**config.mk**
```make
export PLATFORM = sky130hd
export DESIGN_NAME = bus_arbiter
export DESIGN_NICKNAME = d
export VERILOG_FILES = /design/src/rtl/bus_arbiter.sv
export SDC_FILE = /design/constraint.sdc
export NUM_CORES = 1
export LEC_CHECK = 0
export CAP_MARGIN = 10
export CORE_AREA = 3 3 117 119
export CTS_CLUSTER_DIAMETER = 80
export DETAILED_ROUTE_END_ITERATION = 8
export DIE_AREA = 0 0 120 122
export PLACE_DENSITY = 0.62
export SLEW_MARGIN = 20
export SYNTH_ARGS = -nofsm -noshare
export SYNTH_HDL_FRONTEND = slang
export SYNTH_SLANG_ARGS = --single-unit
```
**constraint.sdc**
```tcl
create_clock -name clk -period 2.9 [get_ports clk]
set_input_delay 0.725 -clock clk [delete_from_list [all_inputs] [get_ports clk]]
set_output_delay 0.725 -clock clk [all_outputs]
set_load 0.03 [all_outputs]
```
**src/rtl/bus_arbiter.sv**
```systemverilog
// Two-requester bus arbiter: one owner drives the shared bus at a time, with a
// burst limit that forces handover when the other requester is waiting.
module bus_arbiter #(
    parameter int unsigned MAX_BURST = 4
) (
    input  logic        clk,
    input  logic        reset,

    input  logic        m0_req,
    input  logic        m0_wen,
    input  logic [31:0] m0_addr,
    input  logic [31:0] m0_wdata,
    output logic        m0_gnt,
    output logic        m0_ack,
    output logic [31:0] m0_rdata,

    input  logic        m1_req,
    input  logic        m1_wen,
    input  logic [31:0] m1_addr,
    input  logic [31:0] m1_wdata,
    output logic        m1_gnt,
    output logic        m1_ack,
    output logic [31:0] m1_rdata,

    output logic        bus_enable,
    output logic        bus_write_enable,
    output logic [31:0] bus_address,
    output logic [31:0] bus_din,
    input  logic [31:0] bus_dout
);

    typedef enum logic [1:0] {
        StIdle,
        StOwn0,
        StOwn1
    } state_t;

    localparam logic [3:0] LastCnt = 4'(MAX_BURST - 1);

    state_t     r_state;
    logic       r_last;
    logic [3:0] r_cnt;

    state_t     w_state_next;
    logic       w_last_next;
    logic [3:0] w_cnt_next;
    logic       w_own_id;
    logic       w_own_req;
    logic       w_other_req;
    logic       w_xfer0;
    logic       w_xfer1;

    // Async reset: outputs are decoded from state, so they drop with it.
    always_ff @(posedge clk or posedge reset) begin
        if (reset) begin
            r_state <= StIdle;
            r_last  <= 1'b1;
            r_cnt   <= 4'd0;
        end else begin
            r_state <= w_state_next;
            r_last  <= w_last_next;
            r_cnt   <= w_cnt_next;
        end
    end

    always_comb begin
        w_state_next = r_state;
        w_last_next  = r_last;
        w_cnt_next   = r_cnt;
        w_own_id     = (r_state == StOwn1);
        w_own_req    = w_own_id ? m1_req : m0_req;
        w_other_req  = w_own_id ? m0_req : m1_req;

        unique case (r_state)
            StIdle: begin
                // Tie goes to whichever requester did not own the bus last.
                if (m0_req && m1_req) begin
                    w_state_next = r_last ? StOwn0 : StOwn1;
                end else if (m0_req) begin
                    w_state_next = StOwn0;
                end else if (m1_req) begin
                    w_state_next = StOwn1;
                end
            end
            StOwn0, StOwn1: begin
                if (!w_own_req) begin
                    w_state_next = w_other_req ? (w_own_id ? StOwn0 : StOwn1) : StIdle;
                    w_last_next  = w_own_id;
                    w_cnt_next   = 4'd0;
                end else if (w_other_req && (r_cnt == LastCnt)) begin
                    w_state_next = w_own_id ? StOwn0 : StOwn1;
                    w_last_next  = w_own_id;
                    w_cnt_next   = 4'd0;
                end else if (r_cnt != LastCnt) begin
                    w_cnt_next = r_cnt + 4'd1;
                end
            end
            default: begin
                w_state_next = StIdle;
            end
        endcase
    end

    assign w_xfer0 = (r_state == StOwn0) && m0_req;
    assign w_xfer1 = (r_state == StOwn1) && m1_req;

    assign m0_gnt = (r_state == StOwn0);
    assign m1_gnt = (r_state == StOwn1);
    assign m0_ack = w_xfer0;
    assign m1_ack = w_xfer1;

    always_comb begin
        bus_enable       = 1'b0;
        bus_write_enable = 1'b0;
        bus_address      = 32'd0;
        bus_din          = 32'd0;
        if (w_xfer0) begin
            bus_enable       = 1'b1;
            bus_write_enable = m0_wen;
            bus_address      = m0_addr;
            bus_din          = m0_wdata;
        end else if (w_xfer1) begin
            bus_enable       = 1'b1;
            bus_write_enable = m1_wen;
            bus_address      = m1_addr;
            bus_din          = m1_wdata;
        end
    end

    assign m0_rdata = (w_xfer0 && !m0_wen) ? bus_dout : 32'd0;
    assign m1_rdata = (w_xfer1 && !m1_wen) ? bus_dout : 32'd0;

endmodule

```
==> metrics.md <==
| Metric | Value |
|---|---|
| Outcome | completed |
| Root Buffer | clkbuf_16 |
| I/O pins | 300 |
| Antenna cells | 0 |
| Worst path bufs/invs | 5 |
| Post-Layout Cell Count | 677 |
| Clock Skew | around 1.3 ps |
| Chip Height | 122 um |
| Max Cap Viol | 0 |
| Startpoint types | input pin |
| Final worst-path cycle share | a little over nine tenths |
| Worst hold path type | register to register |
| Lkg Pwr | between 2 and 2.5 nW |
| Total power draw | 2.61 mW |
| Ys Warns | 0 |
| RePlAce Congestion | 0.754 |
| Share of layout cells above drive strength 1 | 32.5% |
| Largest net degree at the start of global routing | 50 |
| CTS Buf Count | 3 |
| Dominant synthesized flop cell | dfrtp_1 |
| Gr usage total | 13.2% |
| CORE AREA | 12700 um^2 |
| Pwr dens | roughly 550 nW/um^2 |
| Post-synth top area share | 34.9% |
| Slew @ Worst Pin | between 300 and 400 ps |
| Vias in the first global route | 2877 |
| Final setup margin | about 65 ps |
| Die W | 120 um |
| Setup CP Type | input pin to primary output |
| Mapped Avg Cell Area | 7.84 um^2 |
| Setup TNS | 0 ps |
| TritonCTS clock tree | yes |
| Crit-path max cell delay | 500 ps |
| Mapped Area | approximately 1600 um^2 |
| VDD IR max | around 370 uV |
| Fmax | 0.353 GHz |
| Post-synth EDFFs | 0 |
| Register area share after synthesis | 10.8% |
| Setup crit end kind | primary output |
| CTS max path bufs | 2 |
| Nets | 678 |
| Post-route ant nets | 0 |
| Critical path fanouts, max | 15 |
| Starting density of the core | 12.9% |
| Routed vias/inst | between 4 and 5 |
| Dominant cell type by area after synthesis | a22o_1 |
| Unrepaired setup endpoints after global routing | false |
| Hpwl dp | 9550 um |
| Top cells by area, synth | a22o_1 (35%), and2_1 (25%), dfrtp_1 (9.2%), ha_1 (4.6%), buf_4 (2.3%) |
| Syn Inst Count | 208 |
| Max_slew headroom | 75.3% |
| Worst Path Required | 2170 ps |
| Final setup vio count | 0 |
| Area grow syn2layout | 190% |
| Placed insts | 671 |
| Vias | 2803 |
| Arrival @ worst endpoint | ~2100 ps |
| Top cell by count, worst path | buf_12 |
| # H-tree levels | 1 |
| Area of the die | approximately 15000 um^2 |
| Fin. max-slew vios | 0 |
| Row count | 41 |
| WL/cell | between 15 and 20 um |
| First-pass GRT wire length | 15700 um |
| CTS Sinks | 7 |
| Number of port buffers | 299 |
| Synth Register Bits | 7 |
| Total nets after synthesis | 380 |
| GR Overflow Total | 0 |
| Hold_buf cts | 0 |
| Hold WS | about 530 ps |
| Period minus WS final | 2840 ps |
| Clock transition at the registers of the reported paths | 40 ps |
| DRC viols | 0 |
| Worst path cell trace | clkdlybuf4s50_1 -> nand2_2 -> inv_4 -> nor2_4 -> buf_12 -> buf_12 -> a22o_1 -> buf_4 |
| Post-Place Setup Slack | 14.9 ps |
| DRT iter0 DRCs | 60 |
| Async SR Flop Fraction | 100% |
| DRT Wirelength | about 11000 um |
| Top post-synthesis cells by count | a22o_1 (65), and2_1 (64), clkbuf_1 (8) |
| Initial antenna violation count | 0 |
| CP top delay family | buffers and inverters |
| Clk_lat worst skew | 230 ps |
| Dominant cell by count in the synthesized netlist | a22o_1 |
| Worst path slowest cell | clkdlybuf4s50_1 |
| Total iterations of the first detailed-routing run | 4 |
| Yosys cell types | 28 |
| Final hold vios | 0 |
-- logic make-up (layout without fill, tap and decap cells) --
logic type / count (synthesis) / in the layout / synth area share (%)
simple gates: 85 / 85 / 31.9
compound gates: 76 / 76 / 40.0
buf+inv: 27 / 324 / 7.90
flops: 7 / 7 / 10.8
fa+ha+maj: 6 / 6 / 4.60
mux: 5 / 5 / 3.68
xor+xnor: 2 / 2 / 1.07
-- cell type report --
class / count / area [um^2]
sequential: 7 / 176
inverter: 7 / 28.8
tap: 172 / 215
multi-input combinational: 174 / 1360
clock buffer: 4 / 78.8
fill: 1279 / 7940
timing repair buffer: 313 / 2870
-- through the flow --
step,cell area [um^2],util (%)
6_report,4730,37.3
5_1_grt,4730,37.3
4_1_cts,4660,36.8
3_5_place_dp,4580,36.2
3_3_place_gp,4580,36.2
2_1_floorplan,1630,-
-- where the power goes --
part,internal (mW),switching [mW]
combinational,1.01,1.20
sequential,0.136,0.0292
clock,0.183,0.0503
total,1.33,1.28
-- cell usage in the layout (no fill, tap or decap), types with 2 or more instances in the layout --
cell	n
nand2_1	3
dfrtp_1	6
mux2_4	2
xor2_1	2
clkdlybuf4s50_1	167
ha_1	6
o21ai_0	4
inv_1	6
nor2_1	2
buf_12	7
a21oi_1	2
nor2_4	3
nand2_2	2
mux2i_1	3
clkbuf_16	4
a32o_1	2
and2_1	64
nand2b_1	2
nor2b_1	4
buf_4	138
a22o_1	64
-- state kept, by name, indices dropped and copies added (netlist names) --
signal,flops
r_cnt,4
r_state,2
r_last,1
-- routing by layer --
| metal | routed length, um | GRT usage (%) |
|---|---|---|
| met1 | 4110 | 15.0 |
| met2 | 6020 | 25.5 |
| met3 | 895 | 3.25 |
| met4 | 126 | 1.50 |
| met5 | 0 | 0 |
-- final timing paths --
path	startpoint	endpoint	slack, ps	cells after the start
min in group asynchronous	reset	r_cnt[0]	730	2
max	m0_req	bus_din[30]	60	8
max in group asynchronous	reset	r_last	1900	2
max reg2reg	r_state[0]	r_state[1]	980	6
min reg2reg	r_cnt[1]	r_cnt[1]	530	1
min	r_cnt[1]	r_cnt[1]	530	1
-- what timing repair did --
action | 4_1_cts | 5_1_grt
buffers inserted | 0 | 1
gates resized for setup | 0 | 5
setup endpoints to repair | 0 | 37
(Power assumes the default switching activity.)
